**config.mk**
```make
export PLATFORM = sky130hd
export DESIGN_NAME = mem_access_unit
export DESIGN_NICKNAME = d
export VERILOG_FILES = /design/src/rtl/mem_pkg.sv /design/src/rtl/mem_lane_align.sv /design/src/rtl/mem_access_unit.sv
export SDC_FILE = /design/constraint.sdc
export NUM_CORES = 1
export LEC_CHECK = 0
export CORE_UTILIZATION = 47
export CTS_CLUSTER_DIAMETER = 30
export DETAILED_ROUTE_END_ITERATION = 8
export GPL_TIMING_DRIVEN = 0
export PLACE_DENSITY = 0.79
export RECOVER_POWER = 100
export SETUP_SLACK_MARGIN = 0.1
export SLEW_MARGIN = 15
export SYNTH_ARGS = -nofsm -noshare
export SYNTH_HDL_FRONTEND = slang
export SYNTH_SLANG_ARGS = --single-unit
```
**constraint.sdc**
```tcl
create_clock -name clk -period 2.45 [get_ports clk]
set_clock_uncertainty 0.05 [all_clocks]
set_input_delay 0.245 -clock clk [delete_from_list [all_inputs] [get_ports clk]]
set_output_delay 0.245 -clock clk [all_outputs]
set_load 0.02 [all_outputs]
```
**src/rtl/mem_pkg.sv**
```systemverilog
// Shared types and constants for the load/store front end (mem_access_unit).
package mem_pkg;

  localparam int RAM_WORD_W = 32;

  localparam logic [2:0] F3_B  = 3'b000;
  localparam logic [2:0] F3_H  = 3'b001;
  localparam logic [2:0] F3_W  = 3'b010;
  localparam logic [2:0] F3_BU = 3'b100;
  localparam logic [2:0] F3_HU = 3'b101;

  typedef enum logic [2:0] {IDLE, RD, CAP, MRG, WR, ERR, RESP} mau_state_e;

  function automatic logic f3_legal(input logic we, input logic [2:0] f3);
    if (we)
      return (f3 == F3_B) || (f3 == F3_H) || (f3 == F3_W);
    return (f3 == F3_B) || (f3 == F3_H) || (f3 == F3_W) ||
           (f3 == F3_BU) || (f3 == F3_HU);
  endfunction

  // Clear the low byte-offset bits below the access size (size = funct3[1:0]).
  function automatic logic [1:0] align_offset(input logic [1:0] size, input logic [1:0] off);
    case (size)
      2'd0:    return off;
      2'd1:    return {off[1], 1'b0};
      default: return 2'b00;
    endcase
  endfunction

endpackage

```
**src/rtl/mem_lane_align.sv**
```systemverilog
// Combinational lane logic: sub-word store merge and load lane extract/extend.
module mem_lane_align
  import mem_pkg::*;
(
  input  logic [RAM_WORD_W-1:0] old_word,
  input  logic [RAM_WORD_W-1:0] st_data,
  input  logic [RAM_WORD_W-1:0] ld_word,
  input  logic [2:0]            funct3,
  input  logic [1:0]            offset,
  output logic [RAM_WORD_W-1:0] merged,
  output logic [RAM_WORD_W-1:0] ld_data
);

  logic [3:0]            byte_en;
  logic [RAM_WORD_W-1:0] st_rep;
  logic [RAM_WORD_W-1:0] ld_shift;

  always_comb begin
    case (funct3[1:0])
      2'd0:    byte_en = 4'b0001 << offset;
      2'd1:    byte_en = 4'b0011 << offset;
      default: byte_en = 4'b1111;
    endcase
    case (funct3[1:0])
      2'd0:    st_rep = {4{st_data[7:0]}};
      2'd1:    st_rep = {2{st_data[15:0]}};
      default: st_rep = st_data;
    endcase
  end

  // Replicated store data lets each byte lane pick independently.
  genvar gi;
  generate
    for (gi = 0; gi < 4; gi++) begin : g_lane
      assign merged[8*gi +: 8] = byte_en[gi] ? st_rep[8*gi +: 8] : old_word[8*gi +: 8];
    end
  endgenerate

  assign ld_shift = ld_word >> {offset, 3'b000};

  always_comb begin
    case (funct3)
      F3_B:    ld_data = {{24{ld_shift[7]}}, ld_shift[7:0]};
      F3_BU:   ld_data = {24'h0, ld_shift[7:0]};
      F3_H:    ld_data = {{16{ld_shift[15]}}, ld_shift[15:0]};
      F3_HU:   ld_data = {16'h0, ld_shift[15:0]};
      default: ld_data = ld_word;
    endcase
  end

endmodule

```
**src/rtl/mem_access_unit.sv**
```systemverilog
// Load/store front end mapping byte/half/word core accesses onto a word-only RAM.
// Optional: define MEM_ACCESS_MISALIGN_TRAP_EN to fault misaligned half/word accesses.
module mem_access_unit
  import mem_pkg::*;
#(
  parameter int          ADDR_BITS = 14,
  parameter logic [31:0] BASE_ADDR = 32'h0001_0000
) (
  input  logic                  clk,
  input  logic                  rst_n,
  input  logic                  req_valid,
  output logic                  req_ready,
  input  logic                  req_we,
  input  logic [2:0]            req_funct3,
  input  logic [31:0]           req_addr,
  input  logic [31:0]           req_wdata,
  output logic                  resp_valid,
  input  logic                  resp_ready,
  output logic [31:0]           resp_rdata,
  output logic                  resp_err,
  output logic                  ram_wen,
  output logic                  ram_ren,
  output logic [ADDR_BITS-1:0]  ram_waddr,
  output logic [ADDR_BITS-1:0]  ram_raddr,
  output logic [RAM_WORD_W-1:0] ram_wdata,
  input  logic [RAM_WORD_W-1:0] ram_rdata
);

  mau_state_e            state_q, state_d;
  logic                  we_q, we_d;
  logic [2:0]            funct3_q, funct3_d;
  logic [1:0]            offset_q, offset_d;
  logic [ADDR_BITS-1:0]  widx_q, widx_d;
  logic [31:0]           wdata_q, wdata_d;
  logic [RAM_WORD_W-1:0] cap_word_q, cap_word_d;
  logic                  resp_valid_q, resp_valid_d;
  logic [31:0]           resp_rdata_q, resp_rdata_d;
  logic                  resp_err_q, resp_err_d;

  logic                  in_window;
  logic                  misalign_fault;
  logic                  req_fault;
  logic [RAM_WORD_W-1:0] merged_word;
  logic [RAM_WORD_W-1:0] ld_data;

  // Window is aligned to its size, so membership is an upper-bit compare.
  assign in_window = (req_addr[31:ADDR_BITS+2] == BASE_ADDR[31:ADDR_BITS+2]);

`ifdef MEM_ACCESS_MISALIGN_TRAP_EN
  assign misalign_fault = ((req_funct3[1:0] == 2'd1) && req_addr[0]) ||
                          ((req_funct3[1:0] == 2'd2) && (req_addr[1:0] != 2'b00));
`else
  assign misalign_fault = 1'b0;
`endif

  assign req_fault = !in_window || !f3_legal(req_we, req_funct3) || misalign_fault;

  mem_lane_align u_lane (
    .old_word (cap_word_q),
    .st_data  (wdata_q),
    .ld_word  (ram_rdata),
    .funct3   (funct3_q),
    .offset   (offset_q),
    .merged   (merged_word),
    .ld_data  (ld_data)
  );

  always_ff @(posedge clk or negedge rst_n) begin
    if (!rst_n) begin
      state_q      <= IDLE;
      we_q         <= 1'b0;
      funct3_q     <= 3'b000;
      offset_q     <= 2'b00;
      widx_q       <= '0;
      wdata_q      <= 32'h0;
      cap_word_q   <= '0;
      resp_valid_q <= 1'b0;
      resp_rdata_q <= 32'h0;
      resp_err_q   <= 1'b0;
    end else begin
      state_q      <= state_d;
      we_q         <= we_d;
      funct3_q     <= funct3_d;
      offset_q     <= offset_d;
      widx_q       <= widx_d;
      wdata_q      <= wdata_d;
      cap_word_q   <= cap_word_d;
      resp_valid_q <= resp_valid_d;
      resp_rdata_q <= resp_rdata_d;
      resp_err_q   <= resp_err_d;
    end
  end

  always_comb begin
    state_d = state_q;
    case (state_q)
      IDLE: begin
        if (req_valid) begin
          if (req_fault)
            state_d = ERR;
          else if (req_we && (req_funct3[1:0] == 2'd2))
            state_d = WR;
          else
            state_d = RD;
        end
      end
      RD:   state_d = CAP;
      CAP:  state_d = we_q ? MRG : RESP;
      MRG:  state_d = RESP;
      WR:   state_d = RESP;
      // ERR already presents its response, so a same-cycle accept must not repeat it.
      ERR:  state_d = resp_ready ? IDLE : RESP;
      RESP: state_d = resp_ready ? IDLE : RESP;
      default: state_d = IDLE;
    endcase
  end

  always_comb begin
    we_d         = we_q;
    funct3_d     = funct3_q;
    offset_d     = offset_q;
    widx_d       = widx_q;
    wdata_d      = wdata_q;
    cap_word_d   = cap_word_q;
    resp_valid_d = resp_valid_q;
    resp_rdata_d = resp_rdata_q;
    resp_err_d   = resp_err_q;
    case (state_q)
      IDLE: begin
        if (req_valid) begin
          we_d     = req_we;
          funct3_d = req_funct3;
          offset_d = align_offset(req_funct3[1:0], req_addr[1:0]);
          widx_d   = req_fault ? '0 : req_addr[ADDR_BITS+1:2];
          wdata_d  = req_wdata;
          if (req_fault) begin
            resp_valid_d = 1'b1;
            resp_err_d   = 1'b1;
            resp_rdata_d = 32'h0;
          end
        end
      end
      CAP: begin
        cap_word_d = ram_rdata;
        if (!we_q) begin
          resp_valid_d = 1'b1;
          resp_err_d   = 1'b0;
          resp_rdata_d = ld_data;
        end
      end
      MRG, WR: begin
        resp_valid_d = 1'b1;
        resp_err_d   = 1'b0;
        resp_rdata_d = 32'h0;
      end
      ERR, RESP: begin
        if (resp_ready) begin
          resp_valid_d = 1'b0;
          resp_err_d   = 1'b0;
          resp_rdata_d = 32'h0;
        end
      end
      default: ;
    endcase
  end

  always_comb begin
    req_ready  = (state_q == IDLE) && rst_n;
    ram_ren    = (state_q == RD);
    ram_wen    = (state_q == WR) || (state_q == MRG);
    ram_waddr  = widx_q;
    ram_raddr  = widx_q;
    ram_wdata  = '0;
    if (state_q == WR)
      ram_wdata = wdata_q;
    else if (state_q == MRG)
      ram_wdata = merged_word;
    resp_valid = resp_valid_q;
    resp_rdata = resp_rdata_q;
    resp_err   = resp_err_q;
  end

endmodule

```
Word level (Yosys, flattened, before mapping)

Cells that the tools add are included.
W data, S select, Z words.

Input port bits: 104
Flip-flop bits (word level): 121
Output and inout port bits: 97
Logic and storage cells: 86

Shifts and indexed selects: 3
Muxes and demuxes: 32
Eq/ne operators: 21
Reductions and logical operators: 20

Operators by type and width:

| operator              | count |
|---|---|
| $pmux W32 S4          | 2 |
| $mux W32              | 6 |
| $pmux W32 S2          | 1 |
| $mux W8               | 4 |
| $shr A32 B5 Y16       | 1 |
| $eq A3 B3 Y1 const B  | 7 |
| $eq A16 B1 Y1 const B | 1 |
| $mux W3               | 5 |
| $pmux W3 S5           | 1 |
| $mux W14              | 1 |
| $eq A3 B1 Y1 const B  | 3 |
| $eq A3 B2 Y1 const B  | 3 |
| $logic_not A3 Y1      | 3 |
| $mux W1               | 8 |
| $pmux W1 S4           | 2 |
| $pmux W4 S2           | 1 |
| $logic_or A1 B1 Y1    | 6 |
| $ne A2 B2 Y1 const B  | 3 |
| $reduce_and A5 Y1     | 1 |
| $eq A2 B1 Y1 const B  | 2 |
| $logic_not A2 Y1      | 2 |
| $pmux W2 S2           | 1 |
| $reduce_bool A4 Y1    | 1 |
| $reduce_or A2 Y1      | 2 |
| other kinds (7)       | 9 |

Depth between registers and ports, before layout

Depth in word-level cells: 11
Depth in mapped cells: 7
Gate-level depth less buffers: 5

Hierarchy

Synthesis repeated with hierarchy kept, for this count alone.

Cell total of the unflattened synthesis: 810
Area, all modules: 7430.9 sq um

Modules (own cells, without submodules):

| module          | area an instance (sq um) | sequential area each (sq um) | cells each | times used |
|---|---|---|---|---|
| mem_access_unit | 5997.0                   | 3027.9                       | 594        | 1 |
| mem_lane_align  | 1433.9                   | 0.0                          | 216        | 1 |

Least setup slack after synthesis

OpenSTA, ideal clock, no wires.

Kind: register to output
Start point: reg offset_q[1]
End point: out ram_wdata[16]
Cell stages (with the launch flop): 7
Required time: 2.155 ns
Setup slack: 0.317 ns
Buffers on the path: 2
Arrival time: 1.838 ns
Cell sequence: dfrtp_1 nor2b_1 clkbuf_1 a211oi_2 buf_2 a21oi_1 o21ai_0

Longest elaborated chain between the ends: 5
Elaborated cells between the ends (all ways): 6

RTL lines:

| item                                           | RTL line                                   | source |
|---|---|---|
| from (decl)                                    | mem_access_unit.sv:32                      | `logic [1:0] offset_q, offset_d;` |
| from (signal assigned)                         | mem_access_unit.sv:84                      | `offset_q <= offset_d;` |
| $shl A2 B2 Y4 or $shl A1 B2 Y4 (tied branches) | mem_lane_align.sv:21, mem_lane_align.sv:20 |  |
| $pmux W4 S2 *                                  | mem_lane_align.sv:19                       | `case (funct3[1:0])` |
| $mux W8 *                                      | mem_lane_align.sv:35                       | `assign merged[8*gi +: 8] = byte_en[gi] ? st_rep[8*gi +: 8] : old_word[8*gi +: 8];` |
| $mux W32 *                                     | mem_access_unit.sv:176                     | `else if (state_q == MRG)` |
| $mux W32 *                                     | mem_access_unit.sv:174                     | `if (state_q == WR)` |
| to (decl)                                      | mem_access_unit.sv:25                      | `output logic [RAM_WORD_W-1:0] ram_wdata,` |

Mark *: on every way between the ends. The rest lies on a longest branch, timed or not.

Final worst setup path

Start point: reg offset_q[0]
End point: out ram_wdata[20]

Same word-level chain as after synthesis.

==> flow_metrics.py <==
metrics = {
    "placed_design": {
        "dp_hpwl_mm": 15.2,
        "cell_area_reported_after_detailed_placement_sq_um": 8680,
        "post-place-ws_ns": -0.617,
        "post-place-cells": 1083,
        "place_congestion": 0.953,
        "portBuffers": 200,
    },
    "yosys": {
        "post_synth_num_cell_types": 45,
        "gate_count_post_synth": 706,
        "synth-compound-area-share_pct": 19.2,
        "synth-adder-area-share_pct": 0.156,
        "synth_xor_area_share_pct": 0,
        "synth_area_per_cell_sq_um": 9.11,
        "netlist_area_before_placement_sq_um": 6430,
        "synthSimpleGateAreaFrac_pct": 15.7,
        "warnings_synthesis": 0,
        "seq_total_area_yosys_pct": 47.1,
        "synth_enable_flop_cells": 0,
        "async_reset_ff_share_pct": 100,
        "synth_top_family_by_area": "compound AO/OA/AOI/OAI gates",
        "syn-num-nets": 810,
        "ys_ff_latch": 121,
        "synth_mux_area_share_pct": 11.6,
        "yosys_most_used_dff": "dfrtp_1",
    },
    "critical_path": {
        "worstPathArrival_ns": 2.09,
        "path_class": "flip-flop to primary output",
        "cp_cell_sequence": "buf_8, a211oi_4, buf_6, nor2_1, a21oi_1, o21ai_0, buf_2",
        "worst_ep_required_time_ns": 2.15,
        "startpoint_type": "flip-flop",
        "crit_path_top_delay_cell": "dfrtp_2",
        "reg2reg_slack_ns": 0.17,
        "crit_fanout": 6,
        "worst_r2r_startpoint": "state_q[2]",
        "worst-r2r-cell-count": 4,
        "crit_path_max_incr_delay_ns": 0.48,
        "endpoint_kind": "primary output",
        "reg2reg_to": "cap_word_q[16]",
    },
    "clocking": {
        "cts.htree.levels": 4,
        "clk_root_buffer_cell": "clkbuf_16",
        "path_clk_slew_ns": 0.06,
        "clock_tree_from_tritoncts": "done",
        "cts_buffer_depth": 2,
        "cts.sink_count": 121,
        "worst_skew_pair.late_latency_ns": 0.42,
        "cts-buffers-inserted": 17,
    },
    "layout": {
        "utilization_pct": 72.2,
        "final_common_cell": "nand2_1",
        "fin_cells": 1140,
        "layout.cells.most_common_list": "nand2_1 (171), dfrtp_1 (117), clkdlybuf4s50_1 (101)",
        "area_delta_synth_final_pct": 49.1,
        "ff_latch_area_sq_um": 3030,
        "finalNetCount": 1055,
        "layout-drive-gt1-share_pct": 19.5,
        "layout.filler_cells": 977,
        "non_filler_cell_area_final_sq_um": 9590,
        "multi_input_area_sq_um": 3130,
        "antenna-diode-count": 0,
    },
    "floorplanning": {
        "num_io_pins": 201,
        "floorplan.die_area_sq_um": 14200,
        "die_y_um": 119,
        "effective_utilization_at_floorplan_pct": 48.4,
        "floorplan.die.width_um": 119,
        "placeableCoreArea_sq_um": 13300,
        "num_rows": 42,
    },
    "power": {
        "power.net_switching_mw": 4.98,
        "max-vdd-ir-drop_uv": 599,
        "power.share.combinational_pct": 49.7,
        "power_density_nw_per_um2": 1280,
        "pwr-share-clk_pct": 22.6,
        "netSwitchingFraction_pct": 40.6,
        "static_leak_nw": 4.39,
        "power.internal_mw": 7.28,
        "sequentialPowerShare_pct": 27.7,
    },
    "global_route": {
        "grt_max_degree": 77,
        "grt_first_pass_wirelength_mm": 33.9,
        "overflow_left_after_global_routing": 0,
        "first_global_vias": 6244,
        "grt_usage_pct": 31.5,
        "initial_antenna_violation_count": 0,
    },
    "drt": {
        "detail_route.iter0.violations": 593,
        "vias_per_cell": 5.65,
        "drc_errors": 0,
        "drt-wirelength-per-cell_um": 19.0,
        "route.vias.total": 6444,
        "route.final.wire_length_mm": 21.7,
        "drtPass1Iterations": 8,
        "detail-route-antenna-nets": 0,
    },
    "sta": {
        "final.period_utilization_pct": 97.2,
        "hold_slack_ns": 0.301,
        "post_layout_minimum_cycle_time_ns": 2.38,
        "worstMarginPinSlew_ns": 1.14,
        "unrepaired_setup_endpoints_after_global_routing": "true",
        "slew_headroom_pct": 24.0,
        "finalHoldViolations": 0,
        "slew_viol_final": 0,
        "layout_setup_ws_ns": 0.0694,
        "setup-violations-final": 0,
        "maxClockFrequency_ghz": 0.420,
    },
    "hold_path": {
        "holdCritStartpoint": "req_wdata[23]",
        "holdPathEnd": "wdata_q[23]",
        "min_path_cells": 3,
        "min_path_type": "input port to flip-flop",
    },
    "run": {
        "max_cap_violations": 0,
    },
    "status": {
        "result_of_the_run": "completed",
    },
}
-- power by group through the flow --
stage / Combinational [mW] / Sequential (mW) / Clock [mW]
4_1_cts: 5.85 / 3.36 / 2.77
5_1_grt: 6.60 / 3.47 / 2.86
2_1_floorplan: 3.53 / 3.32 / 0
3_3_place_gp: 5.36 / 3.34 / 0
3_5_place_dp: 5.45 / 3.35 / 0
6_report: 6.10 / 3.39 / 2.77
-- how the worst max path moves through the flow --
| stage | slack, ns | end | start |
|---|---|---|---|
| after global routing | 0.02 | ram_wdata[12] | offset_q[0] |
| after floorplan | 0.32 | ram_wdata[16] | offset_q[1] |
| after CTS | 0.04 | ram_wdata[13] | offset_q[0] |
| final | 0.07 | ram_wdata[20] | offset_q[0] |
| after global placement | -3.58 | req_ready | rst_n |
| after detailed placement | -0.62 | ram_wdata[14] | state_q[1] |
-- synthesized netlist by cell type (all sizes together) (2+ instances only) --
master	instances	area share (%)
dfrtp	121	47
o221ai	7	0.95
a22oi	5	0.58
or4	2	0.29
or3	2	0.19
nor4b	2	0.27
a221o	16	2.5
nor2b	3	0.29
nor3	4	0.31
nor4	5	0.49
a21oi	33	2.6
o2bb2ai	6	0.82
nand2	172	10
o21ai	85	6.6
and2	3	0.29
nand3b	2	0.23
nor2	28	1.6
buf	38	3.7
mux2	35	6.1
mux2i	35	5.4
a22o	9	1.2
clkbuf	22	1.3
nand3	12	0.93
a221oi	8	1.1
a31oi	3	0.29
a211o	9	1.2
nand2b	5	0.49
inv	23	1.3
-- registers in the layout (all words and copies together), names as in the netlist --
| signal | flops |
|---|---|
| ram_raddr | 14 |
| offset_q | 2 |
| cap_word_q | 32 |
| state_q | 3 |
| funct3_q | 3 |
| resp_err | 1 |
| resp_valid | 1 |
| wdata_q | 32 |
| resp_rdata | 32 |
| we_q | 1 |
-- per-stage QoR --
step / setup TNS [ns] / total power, mW
final: 0 / 12.3
after global routing: 0 / 12.9
after CTS: 0 / 12.0
after detailed placement: -14.10 / 8.80
after global placement: -445.91 / 8.70
after floorplan: 0 / 6.85
-- worst max-delay path, delay by kind of cell, from the launching register on --
| family | cells | cell delay [ns] |
|---|---|---|
| simple gates | 1 | 0.06 |
| compound gates | 3 | 0.60 |
| flops | 1 | 0.48 |
| buf+inv | 3 | 0.53 |
-- kinds of logic (layout without fill, tap and decap cells) --
| kind of cell | after synthesis | in the layout |
|---|---|---|
| AO/OA/AOI/OAI | 189 | 189 |
| adder cells (fa/ha/maj) | 1 | 1 |
| buffers and inverters | 83 | 341 |
| flip-flops | 121 | 121 |
| multiplexers | 70 | 70 |
| AND/OR/NAND/NOR | 242 | 242 |
-- layout make-up --
class | instances | share of cell area, %
inverters | 23 | 0.926
clock inverters | 8 | 1.72
flip-flops and latches | 121 | 31.6
repair buffers | 226 | 21.7
clock buffers | 24 | 5.02
multi-input cells | 502 | 32.6
well taps | 176 | 2.30
plain buffers | 60 | 4.15
-- metal layers --
metal | wire, um | GRT usage, % | vias up | part of all wire (%)
met1 | 8760 | 41.1 | 3052 | 40
met5 | 0 | 0 | - | 0
met4 | 601 | 11.2 | 0 | 2.8
met2 | 10300 | 49.7 | 372 | 47
met3 | 2060 | 9.29 | 49 | 9.5
li1 | - | - | 2971 | -
-- repair_timing --
action	CTS	global route
pin swaps	9	10
gates cloned	1	0
resized for setup	205	58
endpoints found under the hold margin	46	0
endpoints found under the setup margin	35	32
buffers inserted	11	11
hold buffers	2	0
Note: power is estimated with default switching activity, not from simulation.
